<file path="src/rtl/fetch_unit_pkg.sv">
// Shared types and constants for the instruction-fetch stage.
package fetch_unit_pkg;

  localparam int INSTR_W    = 32;
  localparam int OPCODE_MSB = 31;
  localparam int OPCODE_LSB = 26;
  localparam int FUNCT_MSB  = 5;
  localparam int FUNCT_LSB  = 0;
  localparam int JIDX_MSB   = 25;
  localparam int IMM_MSB    = 15;

  typedef enum logic [1:0] {
    ST_IDLE  = 2'd0,
    ST_FETCH = 2'd1,
    ST_EXEC  = 2'd2,
    ST_TRAP  = 2'd3
  } fetch_state_e;

  // Branch offset: sign-extended 16-bit word offset turned into a byte offset.
  function automatic logic [INSTR_W-1:0] sext_imm_x4(input logic [IMM_MSB:0] imm);
    return {{14{imm[IMM_MSB]}}, imm, 2'b00};
  endfunction

endpackage

</file>
<file path="src/rtl/fetch_unit_next_pc_sel.sv">
// Combinational next-PC selection: pc+4, branch/jump targets, JR > Jump > Branch priority.
// With FETCH_ALIGN_CHECK_EN the raw target is passed through so the caller can trap on it.
module fetch_unit_next_pc_sel
  import fetch_unit_pkg::*;
(
  input  logic [INSTR_W-1:0]  pc_i,
  input  logic [JIDX_MSB:0]   instr_idx_i,
  input  logic                jump_i,
  input  logic                branch_i,
  input  logic                jr_i,
  input  logic                branch_cond_i,
  input  logic [INSTR_W-1:0]  rs_data_i,
  output logic [INSTR_W-1:0]  pc_plus4_o,
  output logic [INSTR_W-1:0]  next_pc_o
);

  logic [INSTR_W-1:0] br_target;
  logic [INSTR_W-1:0] j_target;
  logic [INSTR_W-1:0] sel;

  assign pc_plus4_o = pc_i + 32'd4;
  assign br_target  = pc_plus4_o + sext_imm_x4(instr_idx_i[IMM_MSB:0]);
  assign j_target   = {pc_plus4_o[31:28], instr_idx_i, 2'b00};

  always_comb begin
    sel = pc_plus4_o;
    if (jr_i) begin
      sel = rs_data_i;
    end else if (jump_i) begin
      sel = j_target;
    end else if (branch_i && branch_cond_i) begin
      sel = br_target;
    end
  end

`ifdef FETCH_ALIGN_CHECK_EN
  assign next_pc_o = sel;
`else
  // Only JR can produce a misaligned target; silently word-align it.
  assign next_pc_o = sel & 32'hFFFF_FFFC;
`endif

endmodule

</file>
<file path="src/rtl/fetch_unit.sv">
// Fetch / PC-sequencing stage: req/ack instruction fetch, hold for execute, PC update.
// Optional misaligned-target trap enabled by FETCH_ALIGN_CHECK_EN.
//
// state | meaning
// IDLE  | one cycle after reset release
// FETCH | imem_req high at pc, waiting for imem_ack
// EXEC  | instr valid, waiting for exec_done
// TRAP  | misaligned next_pc seen, fault held until reset
module fetch_unit
  import fetch_unit_pkg::*;
#(
  parameter logic [31:0] RESET_PC = 32'h0000_0000
) (
  input  logic        clk,
  input  logic        rstn,
  output logic        imem_req,
  output logic [31:0] imem_addr,
  input  logic        imem_ack,
  input  logic [31:0] imem_rdata,
  output logic [31:0] instr,
  output logic        instr_valid,
  input  logic        exec_done,
  input  logic        Jump,
  input  logic        Branch,
  input  logic        JR,
  input  logic        SavePC,
  input  logic        branch_cond,
  input  logic [31:0] rs_data,
  output logic [31:0] pc,
  output logic [31:0] link_addr,
  output logic        fault
);

  fetch_state_e       state_q, state_d;
  logic [INSTR_W-1:0] pc_q, pc_d;
  logic [INSTR_W-1:0] instr_q, instr_d;
  logic [INSTR_W-1:0] next_pc;
  logic [INSTR_W-1:0] pc_plus4;
  logic               pc_misaligned;
  logic               save_pc_unused;

  // link_addr is always driven; SavePC only gates the register-file write in the core.
  assign save_pc_unused = SavePC;

  fetch_unit_next_pc_sel u_next_pc_sel (
    .pc_i          (pc_q),
    .instr_idx_i   (instr_q[JIDX_MSB:0]),
    .jump_i        (Jump),
    .branch_i      (Branch),
    .jr_i          (JR),
    .branch_cond_i (branch_cond),
    .rs_data_i     (rs_data),
    .pc_plus4_o    (pc_plus4),
    .next_pc_o     (next_pc)
  );

`ifdef FETCH_ALIGN_CHECK_EN
  assign pc_misaligned = |next_pc[1:0];
  assign fault         = (state_q == ST_TRAP);
`else
  assign pc_misaligned = 1'b0;
  assign fault         = 1'b0;
`endif

  always_comb begin
    state_d     = state_q;
    pc_d        = pc_q;
    instr_d     = instr_q;
    imem_req    = 1'b0;
    instr_valid = 1'b0;
    unique case (state_q)
      ST_IDLE: begin
        state_d = ST_FETCH;
      end
      ST_FETCH: begin
        imem_req = 1'b1;
        if (imem_ack) begin
          instr_d = imem_rdata;
          state_d = ST_EXEC;
        end
      end
      ST_EXEC: begin
        instr_valid = 1'b1;
        if (exec_done) begin
          if (pc_misaligned) begin
            state_d = ST_TRAP;
          end else begin
            pc_d    = next_pc;
            state_d = ST_FETCH;
          end
        end
      end
      ST_TRAP: begin
        state_d = ST_TRAP;
      end
      default: begin
        state_d = ST_IDLE;
      end
    endcase
  end

  always_ff @(posedge clk or negedge rstn) begin
    if (!rstn) begin
      state_q <= ST_IDLE;
      pc_q    <= RESET_PC;
      instr_q <= '0;
    end else begin
      state_q <= state_d;
      pc_q    <= pc_d;
      instr_q <= instr_d;
    end
  end

  assign imem_addr = pc_q;
  assign pc        = pc_q;
  assign instr     = instr_q;
  assign link_addr = pc_plus4;

endmodule

</file>
<file path="config.mk">
export PLATFORM = sky130hd
export DESIGN_NAME = fetch_unit
export DESIGN_NICKNAME = d
export VERILOG_FILES = /design/src/rtl/fetch_unit_pkg.sv /design/src/rtl/fetch_unit_next_pc_sel.sv /design/src/rtl/fetch_unit.sv
export SDC_FILE = /design/constraint.sdc
export NUM_CORES = 1
export LEC_CHECK = 0
export CORE_ASPECT_RATIO = 0.7
export CORE_UTILIZATION = 60
export CTS_BUF_LIST = sky130_fd_sc_hd__clkbuf_8
export DETAILED_ROUTE_END_ITERATION = 6
export DONT_BUFFER_PORTS = 1
export PLACE_DENSITY = 0.74
export RECOVER_POWER = 100
export SLEW_MARGIN = 25
export SYNTH_ARGS = -nofsm -noshare
export SYNTH_HDL_FRONTEND = slang
export SYNTH_SLANG_ARGS = --single-unit
</file>
<file path="constraint.sdc">
create_clock -name clk -period 5 [get_ports clk]
set_clock_uncertainty 0.05 [all_clocks]
set_input_delay 0.5 -clock clk [delete_from_list [all_inputs] [get_ports clk]]
set_output_delay 0.5 -clock clk [all_outputs]
set_load 0.02 [all_outputs]
</file>
Word level (Yosys, flattened, before mapping)
Cells that the tools add are included.
- output and inout bits: 131
- bits in writable memories: 0
- input port bits: 73
- latch bits: 0
- bits in read-only memories: 0
- bits in registers: 64
- memories kept: 0
- logic and storage cells: 23
- multiply operators: 0
- reductions and logical operators: 5
- equality and inequality tests: 5
- divide/modulo/power cells: 0
- multiplexer cells: 8
- shift-type cells: 0
- $add $sub $neg: 2
- bitwise operators: 0
- order comparisons: 0
- operators with widths (kind ; number):
    32-bit 2-to-1 mux ; 3
    32-bit by 3-bit adder with 32-bit output, second input constant ; 1
    32-bit adder ; 1
    2-bit one-hot mux with 4 select lines ; 1
    2-bit AND reduction ; 3
    2-bit == test, second input constant ; 2
    2-bit 2-to-1 mux ; 2
    2-bit inequality test, second input constant ; 2
    2-bit by 1-bit == test with 1-bit output, second input constant ; 1
    2-bit logical NOT ; 1
    1-bit 2-to-1 mux ; 2
    1-bit logical AND ; 1

Longest topological paths before layout
- word-level depth: 5
- depth in mapped cells: 16
- gate-level depth less buffers: 16

Cells and area by module
From an unflattened synthesis, not the netlist that was laid out.
- cells, all modules: 631
- area, all modules: 5820.6 sq um
- modules (own cells, without submodules) (module ; instances ; cells each ; sequential area each (sq um) ; area an instance (sq um)):
    fetch_unit_next_pc_sel ; 1 ; 452 ; 0.0 ; 2917.8
    fetch_unit ; 1 ; 179 ; 1651.6 ; 2902.8

Worst setup path after synthesis
No wires, ideal clock.
- kind: register -> register
- start: register pc_q[5], in the netlist imem_addr[5]
- end: register pc_q[31], in the netlist imem_addr[31]
- clock period less this slack: 3.989 ns
- arrival: 3.844 ns
- library setup time: 0.096 ns
- required time: 4.854 ns
- stages on the path, launching flop included: 17
- buffers on the path: 1
- setup slack: 1.011 ns
- cells stage by stage: dfrtp_1 -> and4_1 -> nand3_2 -> nor3_2 -> nand3_1 -> xnor2_1 -> ha_1 -> buf_4 -> a21o_2 -> a21o_1 -> a21oi_1 -> a21oi_1 -> a211oi_1 -> a31oi_1 -> xor2_1 -> and3_1 -> o31ai_1
- word-level cells in the longest chain between the ends: 5
- ends and longest elaborated chain (element ; line ; text):
    start, declared ; fetch_unit.sv:35 ; logic [INSTR_W-1:0] pc_q, pc_d;
    start signal, assigned ; fetch_unit.sv:109 ; pc_q <= pc_d;
    32-bit by 3-bit adder with 32-bit output ; fetch_unit_next_pc_sel.sv:21 ; assign pc_plus4_o = pc_i + 32'd4;
    via link_addr[18] ; fetch_unit.sv:30 ; output logic [31:0] link_addr,
    32-bit adder ; fetch_unit_next_pc_sel.sv:22 ; assign br_target = pc_plus4_o + sext_imm_x4(instr_idx_i[IMM_MSB:0]);
    32-bit 2-to-1 mux ; fetch_unit_next_pc_sel.sv:31 ; end else if (branch_i && branch_cond_i) begin
    32-bit 2-to-1 mux ; fetch_unit_next_pc_sel.sv:29 ; end else if (jump_i) begin
    32-bit 2-to-1 mux ; fetch_unit_next_pc_sel.sv:27 ; if (jr_i) begin
The timed path passes the listed nets, and every way through them passes these cells.
A chain may end at the register's enable or synchronous reset.

Final worst setup path
- start: register pc_q[9], in the netlist imem_addr[9]
- end: register pc_q[30], in the netlist imem_addr[30]
- word-level cells in the longest chain between the ends: 5
- ends and longest elaborated chain (element ; line):
    32-bit by 3-bit adder with 32-bit output (*) ; fetch_unit_next_pc_sel.sv:21
    32-bit adder ; fetch_unit_next_pc_sel.sv:22
    32-bit 2-to-1 mux ; fetch_unit_next_pc_sel.sv:31
    32-bit 2-to-1 mux (*) ; fetch_unit_next_pc_sel.sv:29
    32-bit 2-to-1 mux (*) ; fetch_unit_next_pc_sel.sv:27
Mark *: on every way between the ends. The rest lies on a longest branch, timed or not.

==> metrics.yaml <==
status: "completed"
dieArea_sq_mm: 0.00947
netlist_instances: 641
via_per_inst: 6.62
internal_power_mw: 2.21
worst_pin_slew_ps: 1440
hold_class: "in2reg"
clkLatencyLatePin_ps: 360
io_buffers: 0
grt_pass1_vias: 4755
diodes: 0
drive_above_1_share_pct: 10.9
period_share_pct: 93.2
relSlewSlack_pct: 4.10
io_pins: 204
crit_path_max_fanout: 6
clk_pin_slew_ps: 80
routed_wl_microns: 17300
place_ws_ps: 604
h-tree-depth: 3
syn_avg_cell_area_sq_um: 8.50
ff_latch_area_sq_mm: 0.00160
initial_core_util_pct: 63.2
cp-start-kind: "flip-flop"
gp_congestion: 0.980
cellLeakagePower_nw: 2.51
synth_warnings: 0
placed_area_sq_mm: 0.00551
cp.arrival_ps: 4820
nets: 745
p_per_area_mw_per_mm2: 885
p_comb_share_pct: 60.6
grt_use_total_pct: 36.6
async_flop_share_pct: 100
fp-row-count: 28
clock_sinks: 64
crit_required_ps: 5160
clockRootBuffer: "clkbuf_8"
cts.path.max_buffers: 2
dr.pass1.iters: 5
routedWlPerCell_microns: 22.8
drc: 0
finalPower_mw: 5.00
setup_viol_count_final: 0
switching_share_pct: 55.9
peakVddDrop_mv: 0.454
finalInstanceArea_sq_mm: 0.00565
hold_violations: 0
syn_area_sq_mm: 0.00545
layout.cells.non_filler: 760
finalSetupTns_ps: 0
die_w_microns: 116
sequentialPowerShare_pct: 29.2
finalCoreUtilization_pct: 65.6
rsz0062_at_grt: "no"
crit_type: "reg2reg"
grt_max_degree: 65
drt_iter0_markers: 502
antenna_found_initial: 0
dp.cells: 742
dieHeight_microns: 81.7
syn_to_final_growth_pct: 3.74
slew_violations: 0
power_switching_mw: 2.79
ys_types: 60
core_area_sq_mm: 0.00862
post-route-min-period_ps: 4660
place_hpwl_microns: 12900
drv_cap: 0
mostFrequentLayoutCell: "a21oi_1"
synth-seq-cells: 64
numCtsBuffers: 9
num-fill-cells: 770
holdWs_ps: 174
ant_nets: 0
p_clk_share_pct: 10.2
synth_top_flop_cell: "dfrtp_1"
grt_overflow: 0
cp-end-kind: "flip-flop"
synth-edff-count: 0
vias: 5033
clock.fmax_mhz: 215
layout_setup_ws_ps: 341
multi_input_area_sq_mm: 0.00341
cts_tree: "done"
seq_area_frac_synth_pct: 29.4
grt_pass1_wl_microns: 25600
layout.cells.most_common_list: "a21oi_1 (64), nand2_1 (63), dfrtp_1 (63)"
-- routing by layer --
metal | track usage [%] | vias up | routed length (microns)
met3 | 13.6 | 33 | 2240
met4 | 11.5 | 0 | 335
met5 | 0 | - | 0
met2 | 55.5 | 337 | 7400
met1 | 48.4 | 2380 | 7350
li1 | - | 2283 | -
-- Yosys cell counts, drive strengths merged (20+ instances only) --
master  number  share of area (%)
clkbuf      22                1.5
nand3       29                2.8
a21oi       65                6.0
mux2        33                6.8
nor2        48                3.3
xor2        20                3.2
ha          36                8.3
buf         39                5.3
xnor2       31                5.0
dfrtp       64                 29
nand2       63                4.4
o21ai       37                3.4
-- power groups by stage --
| stage | combinational (mW) | clock [mW] | sequential [mW] |
|---|---|---|---|
| after CTS | 3.07 | 0.515 | 1.45 |
| after global routing | 3.27 | 0.533 | 1.50 |
| after global placement | 2.96 | 0 | 1.45 |
| after floorplan | 2.51 | 0 | 1.34 |
| final | 3.03 | 0.509 | 1.46 |
| after detailed placement | 3.03 | 0 | 1.46 |
-- kinds of logic (layout without fill, tap and decap cells) --
family / count (synthesis) / after routing / synth area share [%]
buffers and inverters: 77 / 70 / 8.08
adder cells (fa/ha/maj): 37 / 37 / 8.64
XOR/XNOR: 51 / 51 / 8.20
AO/OA/AOI/OAI: 188 / 188 / 22.2
flip-flops: 64 / 64 / 29.4
AND/OR/NAND/NOR: 189 / 189 / 16.4
other: 1 / 7 / 0.0688
multiplexers: 34 / 34 / 7.01
-- flip-flops by register name (all words and copies together), names as in the netlist --
| signal | count |
|---|---|
| imem_addr | 30 |
| instr | 32 |
| state_q | 2 |
-- repair_timing --
action,CTS,global route
resized for setup,0,0
hold buffers,2,0
buffers inserted,0,0
endpoints found under the hold margin,64,0
-- worst max-delay path, cell delays in order, from the launching register on --
cell      delay, ps
dfrtp_1         320
clkbuf_1        560
nand3_2         300
nor2_1          440
nand3_1         160
xnor2_1         180
clkbuf_1        380
ha_1            340
a21oi_1         150
o21ai_0         110
a41o_1          280
a31oi_1         450
o21ai_0         280
a21oi_1         220
xor2_1          180
a21oi_1          90
-- final cells by class --
| class | instances | area share (%) |
|---|---|---|
| flip-flops and latches | 64 | 28.4 |
| repair buffers | 39 | 3.72 |
| clock buffers | 9 | 2.19 |
| clock inverters | 7 | 1.68 |
| inverters | 15 | 0.996 |
| well taps | 120 | 2.66 |
| multi-input cells | 506 | 60.4 |
-- worst paths after layout --
kind / from / to / slack (ps) / cells after the start
worst max-delay path: imem_addr[9] / imem_addr[30] / 340 / 15
worst min-delay path: exec_done / state_q[1] / 170 / 1
worst max register to register: imem_addr[9] / imem_addr[30] / 340 / 15
worst min register to register: state_q[0] / state_q[1] / 550 / 2
max in group asynchronous: rstn / imem_addr[8] / 3960 / 2
min in group asynchronous: rstn / instr[22] / 630 / 2
Note: power is estimated with default switching activity, not from simulation.
